$ cat src/rtl/control_unit.sv
// control_unit: multi-cycle control FSM for an RV32I core.
// Sequences fetch/decode/execute/memory/writeback, drives the ALU op code,
// operand/result selects and all datapath write enables, and resolves
// conditional branches from the ALU ZERO flag.
//
// Optional feature: define CONTROL_UNIT_ILLEGAL_TRAP_EN to compile in the
// TRAP state (unknown opcode or bad branch funct3 raises ILLEGAL). Without
// it, such instructions fall back to FETCH after DECODE and ILLEGAL is 0.
//
// STATE encoding: FETCH 0, DECODE 1, MEM_ADR 2, MEM_READ 3, MEM_WB 4,
// MEM_WRITE 5, EXEC_R 6, EXEC_I 7, ALU_WB 8, BRANCH 9, JAL 10,
// JALR_CALC 11, JALR_JUMP 12, LUI 13, TRAP 14.
module control_unit #(
  parameter bit ILLEGAL_HOLD = 1'b1
) (
  input  logic        CLK,
  input  logic        RST,
  input  logic [31:0] INSTR,
  input  logic        ZERO,
  output logic        PC_WE,
  output logic        IR_WE,
  output logic        MEM_WE,
  output logic        RF_WE,
  output logic        ADR_SRC,
  output logic [1:0]  ALU_SRC_A,
  output logic [1:0]  ALU_SRC_B,
  output logic [1:0]  RESULT_SRC,
  output logic [2:0]  IMM_SRC,
  output logic [3:0]  ALU_OP,
  output logic        ILLEGAL,
  output logic [3:0]  STATE
);

  typedef enum logic [3:0] {
    S_FETCH     = 4'd0,
    S_DECODE    = 4'd1,
    S_MEM_ADR   = 4'd2,
    S_MEM_READ  = 4'd3,
    S_MEM_WB    = 4'd4,
    S_MEM_WRITE = 4'd5,
    S_EXEC_R    = 4'd6,
    S_EXEC_I    = 4'd7,
    S_ALU_WB    = 4'd8,
    S_BRANCH    = 4'd9,
    S_JAL       = 4'd10,
    S_JALR_CALC = 4'd11,
    S_JALR_JUMP = 4'd12,
    S_LUI       = 4'd13
`ifdef CONTROL_UNIT_ILLEGAL_TRAP_EN
    , S_TRAP    = 4'd14
`endif
  } state_t;

  localparam logic [6:0] OPC_LOAD   = 7'b0000011;
  localparam logic [6:0] OPC_STORE  = 7'b0100011;
  localparam logic [6:0] OPC_OP     = 7'b0110011;
  localparam logic [6:0] OPC_OP_IMM = 7'b0010011;
  localparam logic [6:0] OPC_BRANCH = 7'b1100011;
  localparam logic [6:0] OPC_JAL    = 7'b1101111;
  localparam logic [6:0] OPC_JALR   = 7'b1100111;
  localparam logic [6:0] OPC_LUI    = 7'b0110111;
  localparam logic [6:0] OPC_AUIPC  = 7'b0010111;

  localparam logic [3:0] OP_ADD  = 4'b0000;
  localparam logic [3:0] OP_SUB  = 4'b0001;
  localparam logic [3:0] OP_SLT  = 4'b0010;
  localparam logic [3:0] OP_SLTU = 4'b0011;
  localparam logic [3:0] OP_AND  = 4'b0100;
  localparam logic [3:0] OP_OR   = 4'b0101;
  localparam logic [3:0] OP_XOR  = 4'b0110;
  localparam logic [3:0] OP_SLL  = 4'b1000;
  localparam logic [3:0] OP_SRL  = 4'b1001;
  localparam logic [3:0] OP_SRA  = 4'b1010;

  state_t     state;
  state_t     next_state;
  state_t     bad_next;
  logic [6:0] opcode;
  logic [2:0] funct3;
  logic       funct7_b5;
  logic [3:0] exec_op;
  logic [3:0] branch_op;
  logic       branch_taken;
  logic       pc_we_d;
  logic       ir_we_d;
  logic       mem_we_d;
  logic       rf_we_d;
  logic       unused_instr_bits;

  assign opcode            = INSTR[6:0];
  assign funct3            = INSTR[14:12];
  assign funct7_b5         = INSTR[30];
  assign unused_instr_bits = ^{INSTR[31], INSTR[29:15], INSTR[11:7]};

`ifdef CONTROL_UNIT_ILLEGAL_TRAP_EN
  assign bad_next = S_TRAP;
  assign ILLEGAL  = (state == S_TRAP) & ~RST;
`else
  // Without the trap, illegal encodings retire as a NOP (PC already advanced).
  localparam bit unused_hold = ILLEGAL_HOLD;
  assign bad_next = S_FETCH;
  assign ILLEGAL  = 1'b0;
`endif

  // State register; reset parks the FSM in FETCH immediately.
  always_ff @(posedge CLK or posedge RST) begin
    if (RST) state <= S_FETCH;
    else     state <= next_state;
  end

  // ALU op for R/I-type execution; SUB only exists for R-type, SRA for both.
  always_comb begin
    exec_op = OP_ADD;
    case (funct3)
      3'b000:  exec_op = (opcode == OPC_OP && funct7_b5) ? OP_SUB : OP_ADD;
      3'b001:  exec_op = OP_SLL;
      3'b010:  exec_op = OP_SLT;
      3'b011:  exec_op = OP_SLTU;
      3'b100:  exec_op = OP_XOR;
      3'b101:  exec_op = funct7_b5 ? OP_SRA : OP_SRL;
      3'b110:  exec_op = OP_OR;
      default: exec_op = OP_AND;
    endcase
  end

  // Branch compare op and taken decision from the ALU zero flag.
  always_comb begin
    branch_op = OP_SUB;
    case (funct3[2:1])
      2'b10:   branch_op = OP_SLT;
      2'b11:   branch_op = OP_SLTU;
      default: branch_op = OP_SUB;
    endcase
    branch_taken = (funct3[2] ? ~ZERO : ZERO) ^ funct3[0];
  end

  // Immediate format follows the opcode in every state.
  always_comb begin
    IMM_SRC = 3'b000;
    case (opcode)
      OPC_STORE:           IMM_SRC = 3'b001;
      OPC_BRANCH:          IMM_SRC = 3'b010;
      OPC_JAL:             IMM_SRC = 3'b011;
      OPC_LUI, OPC_AUIPC:  IMM_SRC = 3'b100;
      default:             IMM_SRC = 3'b000;
    endcase
  end

  // Next-state and per-state outputs; enables default low, ALU defaults to ADD.
  always_comb begin
    next_state = state;
    pc_we_d    = 1'b0;
    ir_we_d    = 1'b0;
    mem_we_d   = 1'b0;
    rf_we_d    = 1'b0;
    ADR_SRC    = 1'b0;
    ALU_SRC_A  = 2'b00;
    ALU_SRC_B  = 2'b00;
    RESULT_SRC = 2'b00;
    ALU_OP     = OP_ADD;
    case (state)
      S_FETCH: begin
        ir_we_d    = 1'b1;
        pc_we_d    = 1'b1;
        ALU_SRC_A  = 2'b00;
        ALU_SRC_B  = 2'b10;
        RESULT_SRC = 2'b10;
        next_state = S_DECODE;
      end
      S_DECODE: begin
        // OLD_PC + imm lands in ALU_OUT for branches, JAL and AUIPC.
        ALU_SRC_A = 2'b01;
        ALU_SRC_B = 2'b01;
        case (opcode)
          OPC_LOAD, OPC_STORE: next_state = S_MEM_ADR;
          OPC_OP:              next_state = S_EXEC_R;
          OPC_OP_IMM:          next_state = S_EXEC_I;
          OPC_BRANCH:          next_state = (funct3[2:1] == 2'b01) ? bad_next : S_BRANCH;
          OPC_JAL:             next_state = S_JAL;
          OPC_JALR:            next_state = S_JALR_CALC;
          OPC_LUI:             next_state = S_LUI;
          OPC_AUIPC:           next_state = S_ALU_WB;
          default:             next_state = bad_next;
        endcase
      end
      S_MEM_ADR: begin
        ALU_SRC_A  = 2'b10;
        ALU_SRC_B  = 2'b01;
        next_state = (opcode == OPC_LOAD) ? S_MEM_READ : S_MEM_WRITE;
      end
      S_MEM_READ: begin
        ADR_SRC    = 1'b1;
        next_state = S_MEM_WB;
      end
      S_MEM_WB: begin
        rf_we_d    = 1'b1;
        RESULT_SRC = 2'b01;
        next_state = S_FETCH;
      end
      S_MEM_WRITE: begin
        ADR_SRC    = 1'b1;
        mem_we_d   = 1'b1;
        next_state = S_FETCH;
      end
      S_EXEC_R: begin
        ALU_SRC_A  = 2'b10;
        ALU_SRC_B  = 2'b00;
        ALU_OP     = exec_op;
        next_state = S_ALU_WB;
      end
      S_EXEC_I: begin
        ALU_SRC_A  = 2'b10;
        ALU_SRC_B  = 2'b01;
        ALU_OP     = exec_op;
        next_state = S_ALU_WB;
      end
      S_LUI: begin
        ALU_SRC_A  = 2'b11;
        ALU_SRC_B  = 2'b01;
        next_state = S_ALU_WB;
      end
      S_ALU_WB: begin
        rf_we_d    = 1'b1;
        next_state = S_FETCH;
      end
      S_BRANCH: begin
        ALU_SRC_A  = 2'b10;
        ALU_SRC_B  = 2'b00;
        ALU_OP     = branch_op;
        pc_we_d    = branch_taken;
        next_state = S_FETCH;
      end
      S_JAL, S_JALR_JUMP: begin
        // Jump to the target held in ALU_OUT while computing the link value.
        pc_we_d    = 1'b1;
        ALU_SRC_A  = 2'b01;
        ALU_SRC_B  = 2'b10;
        next_state = S_ALU_WB;
      end
      S_JALR_CALC: begin
        ALU_SRC_A  = 2'b10;
        ALU_SRC_B  = 2'b01;
        next_state = S_JALR_JUMP;
      end
`ifdef CONTROL_UNIT_ILLEGAL_TRAP_EN
      S_TRAP: begin
        next_state = ILLEGAL_HOLD ? S_TRAP : S_FETCH;
      end
`endif
      default: next_state = S_FETCH;
    endcase
  end

  // Write enables are killed combinationally while reset is held.
  assign PC_WE  = pc_we_d  & ~RST;
  assign IR_WE  = ir_we_d  & ~RST;
  assign MEM_WE = mem_we_d & ~RST;
  assign RF_WE  = rf_we_d  & ~RST;
  assign STATE  = state;

endmodule

$ cat config.mk
export PLATFORM = sky130hd
export DESIGN_NAME = control_unit
export DESIGN_NICKNAME = d
export VERILOG_FILES = /design/src/rtl/control_unit.sv
export SDC_FILE = /design/constraint.sdc
export NUM_CORES = 1
export LEC_CHECK = 0
export CORE_UTILIZATION = 34
export DETAILED_ROUTE_END_ITERATION = 8
export MAX_ROUTING_LAYER = met4
export PLACE_DENSITY = 0.91
export SLEW_MARGIN = 25
export SYNTH_ARGS = -nofsm -noshare
export SYNTH_HDL_FRONTEND = slang
export SYNTH_SLANG_ARGS = --single-unit
export TNS_END_PERCENT = 1
$ cat constraint.sdc
create_clock -name CLK -period 2.38 [get_ports CLK]
set_input_delay 0.238 -clock CLK [delete_from_list [all_inputs] [get_ports CLK]]
set_output_delay 0.238 -clock CLK [all_outputs]
set_load 0.02 [all_outputs]
[Word level (Yosys, flattened, before mapping)]
Cells that the tools add are included.
Cells by class
  add/sub/neg operators: 0
  multiply operators: 0
  divide/modulo/power cells: 0
  $lt $le $gt $ge: 0
  eq/ne operators: 31
  shift operators: 0
  multiplexer cells: 19
  bitwise operators: 7
  reductions and logical operators: 13
Operators by type and width (count)
  $pmux W4 S8: 1
  $pmux W4 S7: 1
  $eq A4 B4 Y1 const B: 6
  $pmux W4 S6: 1
  $eq A7 B6 Y1 const B: 3
  $eq A7 B7 Y1 const B: 3
  $eq A4 B3 Y1 const B: 4
  $reduce_or A5 Y1: 3
  $eq A7 B5 Y1 const B: 2
  $pmux W2 S2: 3
  $pmux W3 S4: 1
  $reduce_or A2 Y1: 5
  $eq A3 B3 Y1 const B: 3
  $eq A4 B2 Y1 const B: 2
  $pmux W4 S2: 1
  $eq A7 B2 Y1 const B: 1
  $eq A3 B2 Y1 const B: 2
  $mux W1: 6
  $pmux W2 S3: 1
  $reduce_or A3 Y1: 2
  $and A1 B1 Y1: 4
  $eq A2 B2 Y1 const B: 2
  $eq A4 B1 Y1 const B: 1
  $logic_not A4 Y1: 1
  other kinds (10): 11
Storage, ports and cells
  bits in registers: 4
  latch bits: 0
  memory bits (writable): 0
  bits in read-only memories: 0
  bits of input ports: 35
  output and inout port bits: 23
  logic and storage cells: 71
  memories kept: 0

[Depth between registers and ports, before layout]
Gate-level depths: netlist of the first run.
  depth in word-level cells: 5
  gate-level depth with buffers: 5
  mapped depth without buffers: 4

[Least setup slack after synthesis of the first run]
OpenSTA, ideal clock, no wires.
  kind: reg2out
  start: register state[1], in the netlist STATE[1]
  end: output PC_WE
  arrival time: 1.573 ns
  required time: 2.142 ns
  setup slack: 0.569 ns
  cell stages (with the launch flop): 5
  buffers on the path: 1
  cells stage by stage: dfrtp_1 -> clkbuf_1 -> or3_1 -> a21oi_2 -> o21a_1
On the way
  cells in the longest elaborated chain, start to end: 4
  elaborated cells on any way between the ends: 7
  those cells by class: eq/ne: 3; mux: 1; bitwise: 1; reduce/logical: 2
Ends and longest elaborated chain
  start: declaration: RTL line 75  | state_t state;
  start signal: assignment: RTL line 108  | else state <= next_state;
  $eq A4 B4 Y1 or $logic_not A4 Y1 (tied branches): RTL line 161  | case (state)
  $reduce_or A3 Y1 (no line)
  $pmux W1 S2 (*): RTL line 161
  $and A1 B1 Y1 (*): RTL line 255  | assign PC_WE = pc_we_d & ~RST;
  end: declaration: RTL line 20  | output logic PC_WE,
Every way passes the cells marked *; elsewhere a longest branch is shown, timed or not.

[Final worst setup path of the first run]
  start: register state[2], in the netlist STATE[2]
  end: output IR_WE
On the way
  cells in the longest elaborated chain, start to end: 3
Ends and longest elaborated chain
  $logic_not A4 Y1: RTL line 161
  $mux W1: RTL line 161
  $and A1 B1 Y1: RTL line 256  | assign IR_WE = ir_we_d & ~RST;
  end: declaration: RTL line 21  | output logic IR_WE,
Every way passes these cells.

==> out/qor.csv, run 1 <==
stage,metric,value,unit
critical_path,crit_path_start_kind,flip-flop,
grt,first_global_vias,800,
cts,clk_pin_slew_worst_paths,0.04,ns
cells_and_area,finalNonFillerCells,169,
cells_and_area,largest_reg_flops,4,
grt,grt_pass1_wl,3.37,mm
cts,postCtsHoldBufs,0,
grt,grtUsageTotal,0.229,
cts,post_cts_buffers,0,
detailed_routing,drt_iter0_markers,14,
cells_and_area,area_growth,69.3,%
placed_design,io_buffers,35,
critical_path,rr_worst_depth,5,
cts,htreeDepth,1,
synthesis,syn_nets,136,
placed_design,placedCellCount,166,
synthesis,synthFlopType,dfrtp_1,
worst_hold_path,hold_path_class,in -> async,
critical_path,cp.arrival,2.04,ns
cts,cts-resized-gates,2,
timing,skew,0.00263,ns
placed_design,place.gp.congestion,0.922,
timing,timing.final.max_slew_violations,0,
detailed_routing,vias_per_cell,5.53,
cells_and_area,fin_nets,181,
cts,root_buffer,clkbuf_4,
detailed_routing,dr_total_vias,935,
grt,grt_max_degree,14,
timing,period_needed,2.27,ns
flow_run,max_cap_viol_count,0,
timing,fin_ws,0.106,ns
floorplan,dieWidth,47.1,µm
synthesis,synth-seq-cells,4,
floorplan,die_h,47.1,µm
cts,tritoncts,built,
power,leakagePower,0.487,nW
timing,fin_crit_sh,0.955,
cts,numCtsBuffers,3,
critical_path,path_max_fanout,9,
floorplan,boundaryPins,58,
synthesis,ys_seq_area_frac,0.145,
floorplan,rows,15,
floorplan,start_util,0.380,
cts,clock_latency,0.24,ns
cells_and_area,final_cell_mix,"clkdlybuf4s50_1, buf_4, o21ai_0",
floorplan,die-area,2220,µm²
detailed_routing,firstDrtPassIters,4,
cts,cts_buffer_depth,2,
power,power_density,369,nW/µm²
cells_and_area,fillCellCount,166,
synthesis,synth_top_cell_area_share,0.145,
detailed_routing,routed_wl,2.18,mm
status,status,"finished, final reports clean",
critical_path,required,2.14,ns
placed_design,dp_slack,-0.0704,ns
timing,hold_ws,0.302,ns
timing,hold_viol,0,
detailed_routing,postRouteAntennaNets,0,
cells_and_area,final_common_cell,clkdlybuf4s50_1,
cts,clkSinkCount,4,
critical_path,worst_setup_path_end_kind,output port,
cells_and_area,diodes,0,
synthesis,yosys.area.top_type,dfrtp_1,
grt,grt_overflow_total,0,
placed_design,dpl.hpwl,1.72,mm
detailed_routing,drcViolationCount,0,
synthesis,yosys-top-cells-area,"dfrtp_1, o21ai_0, nor2b_1",
timing,final.setup.tns,0,ns
power,ir_worst_vdd,0.184,mV
synthesis,yosysWarnings,0,
detailed_routing,routedWlPerCell,12.9,µm
critical_path,path_class,reg -> out,
cells_and_area,final_layout_size_suffix_gt1_frac,0.160,
grt,antenna_found_initial,0,
cells_and_area,final_util,0.643,
timing,final-setup-viol-count,0,
floorplan,coreArea,1820,µm²
synthesis,synthArstFlopShare,1.00,
synthesis,syn_area,692,µm²
synthesis,synth.distinct_cells,42,
timing,rsz0062_at_grt,no,
synthesis,synth_edf_count,0,
synthesis,synth_cells,101,
timing,fmax,440,MHz
synthesis,avgSynthCellArea,6.85,µm²
==> critical path: stages (launching register included) <==
cell and delay, ns:
dfrtp_1 0.45, buf_4 0.20, or2_0 0.30, nor4_1 0.20, clkdlybuf4s50_1 0.64
==> routing by layer <==
layer,wire length (µm),global-route usage
met1,853,0.247
met2,1130,0.386
met3,110,0.0269
met4,80,0.166
met5,0,-
==> area by class of cell <==
cell class                 count  area, µm²  area share
inverter                       4       15.0      0.0128
timing repair buffer          47        444       0.379
multi-input combinational     86        558       0.476
clock buffer                   3       22.5      0.0192
sequential                     4        100      0.0855
tap                           25       31.3      0.0267
==> where the power goes <==
group          total [mW]  internal (mW)  switching [mW]  leakage (nW)
Sequential         0.0796         0.0743         0.00529        0.0553
Combinational       0.266          0.129           0.137         0.418
Clock              0.0873         0.0566          0.0307        0.0138
Total               0.432          0.260           0.173         0.487
==> metrics by stage <==
stage / power, mW / instance area, µm²
after floorplan: 0.213 / 692
after global placement: 0.336 / 1130
after detailed placement: 0.343 / 1130
after CTS: 0.435 / 1150
after global routing: 0.460 / 1170
final: 0.432 / 1170
==> synth_stat cells (2+ instances only) <==
| cell | instances |
|---|---|
| o21ai_0 | 10 |
| nand2_1 | 7 |
| nor2_1 | 7 |
| nor2b_1 | 7 |
| nor3_1 | 6 |
| dfrtp_1 | 4 |
| nand3_1 | 4 |
| xnor2_1 | 4 |
| a21oi_1 | 3 |
| clkbuf_1 | 3 |
| inv_1 | 3 |
| nand2b_1 | 3 |
| nor4_1 | 3 |
| a32o_1 | 2 |
| buf_2 | 2 |
| buf_4 | 2 |
| nand3b_1 | 2 |
| nor3b_1 | 2 |
| o21bai_1 | 2 |
| or3_1 | 2 |
| xor2_1 | 2 |
==> final timing paths <==
| kind | from | endpoint | slack [ns] |
|---|---|---|---|
| min in group CLK | STATE[0] | STATE[0] | 0.70 |
| max in group asynchronous | RST | STATE[3] | 1.91 |
| hold / removal | RST | STATE[2] | 0.30 |
| setup / recovery | STATE[2] | IR_WE | 0.11 |
| hold reg to reg | STATE[0] | STATE[0] | 0.70 |
| setup reg to reg | STATE[2] | STATE[3] | 0.78 |
==> cell families (layout without fill, tap and decap cells) <==
group / after synthesis / count (layout) / synth area share
compound gates: 27 / 27 / 0.264
flops: 4 / 4 / 0.145
xor+xnor: 6 / 6 / 0.0759
buf+inv: 11 / 54 / 0.0741
other cells: 1 / 1 / 0.00542
simple gates: 52 / 52 / 0.436
No activity file was read; power rests on OpenSTA's default activity.
==> run 2: changes to the inputs <==
--- a/config.mk
+++ b/config.mk
@@ -6,9 +6,11 @@
 export NUM_CORES = 1
 export LEC_CHECK = 0
 export CORE_UTILIZATION = 34
+export CTS_BUF_LIST = sky130_fd_sc_hd__clkbuf_4 sky130_fd_sc_hd__clkbuf_8 sky130_fd_sc_hd__clkbuf_16
 export DETAILED_ROUTE_END_ITERATION = 8
 export MAX_ROUTING_LAYER = met4
 export PLACE_DENSITY = 0.91
+export SKIP_LAST_GASP = 1
 export SLEW_MARGIN = 25
 export SYNTH_ARGS = -nofsm -noshare
 export SYNTH_HDL_FRONTEND = slang
==> run 2 against run 1 <==
Hold slack gained 0.0037 ns. Highest routed layer unchanged. Cell count is the same. Critical path type is now in -> out. Clock-buffer cell count is the same. Combinational power is essentially flat. Wire length shrank 1.7%. Cell area shrank 0.64%. Critical endpoint is now IMM_SRC[0]. Worst setup slack lost 0.014 ns. Die area is the same. Non-clock buffer count is the same.
==> out/qor.csv, run 2 (synthesis results as in run 1) <==
stage,metric,value,unit,change
status,status,"finished, final reports clean",,unchanged
cells_and_area,area_growth,68.2,%,was 69.3%
critical_path,worst_setup_path_end_kind,output port,,unchanged
critical_path,cpMostUsedCell,clkdlybuf4s50_1,,
critical_path,cp.arrival,2.05,ns,was 2.04 ns
detailed_routing,routed_wl,2.14,mm,was 2.18 mm
critical_path,required,2.14,ns,about the same
floorplan,die_h,47.1,µm,unchanged
power,pwr-share-clk,0.203,,was 0.202
timing,final-setup-viol-count,0,,unchanged
critical_path,cp_cell_sequence,clkdlybuf4s50_1 -> or2_2 -> nor3_1 -> a32o_1 -> clkdlybuf4s50_1,,was buf_4 -> or2_0 -> nor4_1 -> clkdlybuf4s50_1
detailed_routing,routedWlPerCell,12.7,µm,was 12.9 µm
floorplan,die-area,2220,µm²,unchanged
power,ir_worst_vdd,0.183,mV,was 0.184 mV
cts,tritoncts,built,,unchanged
power,leakagePower,0.468,nW,was 0.487 nW
critical_path,r2r_slack,0.77,ns,was 0.78 ns
timing,hold_ws,0.305,ns,was 0.302 ns
grt,first_global_vias,796,,was 800
critical_path,crit_start,INSTR[3],,was STATE[2]
cts,cts_buffer_depth,2,,unchanged
cts,numCtsBuffers,3,,unchanged
cts,clkSinkCount,4,,unchanged
power,combPwrFrac,0.613,,was 0.614
cells_and_area,final_common_cell,clkdlybuf4s50_1,,unchanged
cells_and_area,final_cell_mix,"clkdlybuf4s50_1, buf_4, o21ai_0",,unchanged
floorplan,dieWidth,47.1,µm,unchanged
placed_design,place.gp.congestion,0.922,,unchanged
critical_path,path_max_fanout,4,,was 9
detailed_routing,firstDrtPassIters,4,,unchanged
critical_path,crit_path_start_kind,input pin,,was flip-flop
cts,post_cts_buffers,0,,unchanged
critical_path,r2r_start,STATE[2],,unchanged
cts,root_buffer,clkbuf_4,,unchanged
critical_path,rr_worst_depth,5,,unchanged
grt,grt_max_degree,14,,unchanged
grt,grt_pass1_wl,3.33,mm,was 3.37 mm
power,internal_power,0.260,mW,about the same
detailed_routing,drt_iter0_markers,10,,was 14
cts,clock_latency,0.24,ns,about the same
power,power,0.431,mW,was 0.432 mW
detailed_routing,drcViolationCount,0,,unchanged
floorplan,rows,15,,unchanged
worst_hold_path,hold_path_class,in -> async,,unchanged
cells_and_area,final_layout_size_suffix_gt1_frac,0.153,,was 0.160
timing,skew,0.00291,ns,was 0.00263 ns
critical_path,critPathCapture,IMM_SRC[0],,was IR_WE
timing,rsz0062_at_grt,yes,,was no
cells_and_area,final_util,0.639,,was 0.643
detailed_routing,vias_per_cell,5.50,,was 5.53
timing,hold_viol,0,,unchanged
grt,grt_overflow_total,0,,unchanged
timing,fin_crit_sh,0.961,,was 0.955
grt,antenna_found_initial,0,,unchanged
power,power_density,371,nW/µm²,was 369 nW/µm²
placed_design,dpl.hpwl,1.72,mm,unchanged
flow_run,max_cap_viol_count,0,,unchanged
critical_path,path_class,in -> out,,was reg -> out
grt,grtUsageTotal,0.227,,was 0.229
critical_path,slowest_delay,0.60,ns,was 0.64 ns
cells_and_area,largest_reg_flops,4,,unchanged
placed_design,io_buffers,35,,unchanged
cells_and_area,fin_nets,181,,unchanged
floorplan,boundaryPins,58,,unchanged
cts,clk_pin_slew_worst_paths,0.04,ns,about the same
critical_path,worst_path_max_delay_cell,clkdlybuf4s50_1,,unchanged
power,p_switching,0.172,mW,was 0.173 mW
floorplan,coreArea,1820,µm²,unchanged
detailed_routing,postRouteAntennaNets,0,,unchanged
cells_and_area,diodes,0,,unchanged
detailed_routing,dr_total_vias,930,,was 935
power,p_seq_frac,0.184,,about the same
timing,timing.final.max_slew_violations,0,,unchanged
timing,fmax,437,MHz,was 440 MHz
cts,postCtsHoldBufs,0,,unchanged
floorplan,start_util,0.380,,unchanged
cts,htreeDepth,1,,unchanged
timing,final.setup.tns,0,ns,unchanged
critical_path,regToRegEndpoint,STATE[3],,unchanged
timing,period_needed,2.29,ns,was 2.27 ns
power,switching_share,0.398,,was 0.399
[run 2: cell type report]
| type | instances | area, µm² |
|---|---|---|
| clock buffer | 3 | 22.5 |
| fill | 166 | 657 |
| inverter | 4 | 15.0 |
| multi-input combinational | 86 | 553 |
| sequential | 4 | 100 |
| tap | 25 | 31.3 |
| timing repair buffer | 47 | 442 |
[run 2: worst min-delay path by stage]
| stage | start | endpoint | slack [ns] | cells after the start |
|---|---|---|---|---|
| finish | RST | STATE[2] | 0.31 | 2 |
| global route | RST | STATE[2] | 0.32 | 2 |
| floorplan | RST | STATE[0] | 0.01 | 1 |
| global placement | RST | STATE[2] | 0.54 | 2 |
| detailed placement | RST | STATE[0] | 0.55 | 2 |
| CTS | RST | STATE[2] | 0.30 | 2 |
[run 2: what timing repair did]
action / CTS / global route
gates cloned: 0 / 0
resized for setup: 1 / 3
endpoints found under the setup margin: 3 / 3
[run 2: critical path, delay by kind of cell]
family / cells / cell delay (ns)
compound gates: 1 / 0.20
buf+inv: 2 / 1.06
simple gates: 2 / 0.55
[run 2: power groups by stage]
stage               clock (mW)  sequential, mW  combinational, mW
floorplan                    0          0.0867              0.126
global placement             0          0.0782              0.258
detailed placement           0          0.0793              0.264
CTS                     0.0916          0.0784              0.264
global route            0.0949          0.0796              0.285
finish                  0.0877          0.0792              0.265
[run 2: per-layer routing]
| metal | GRT usage | up-vias | routed length [µm] | share of wire |
|---|---|---|---|---|
| met5 | - | - | 0 | 0 |
| met4 | 0.166 | 0 | 80 | 0.037 |
| met3 | 0.0269 | 6 | 130 | 0.061 |
| met2 | 0.381 | 42 | 1120 | 0.52 |
| met1 | 0.244 | 430 | 806 | 0.38 |
| li1 | - | 452 | - | - |
[run 2: per-stage QoR]
stage / cells / cell area (µm²) / setup slack [ns]
finish: 169 / 1160 / 0.0926
global route: 169 / 1160 / -0.0163
CTS: 169 / 1150 / -0.00825
detailed placement: 166 / 1130 / -0.0704
global placement: 166 / 1130 / -0.0631
floorplan: 101 / 692 / 0.569
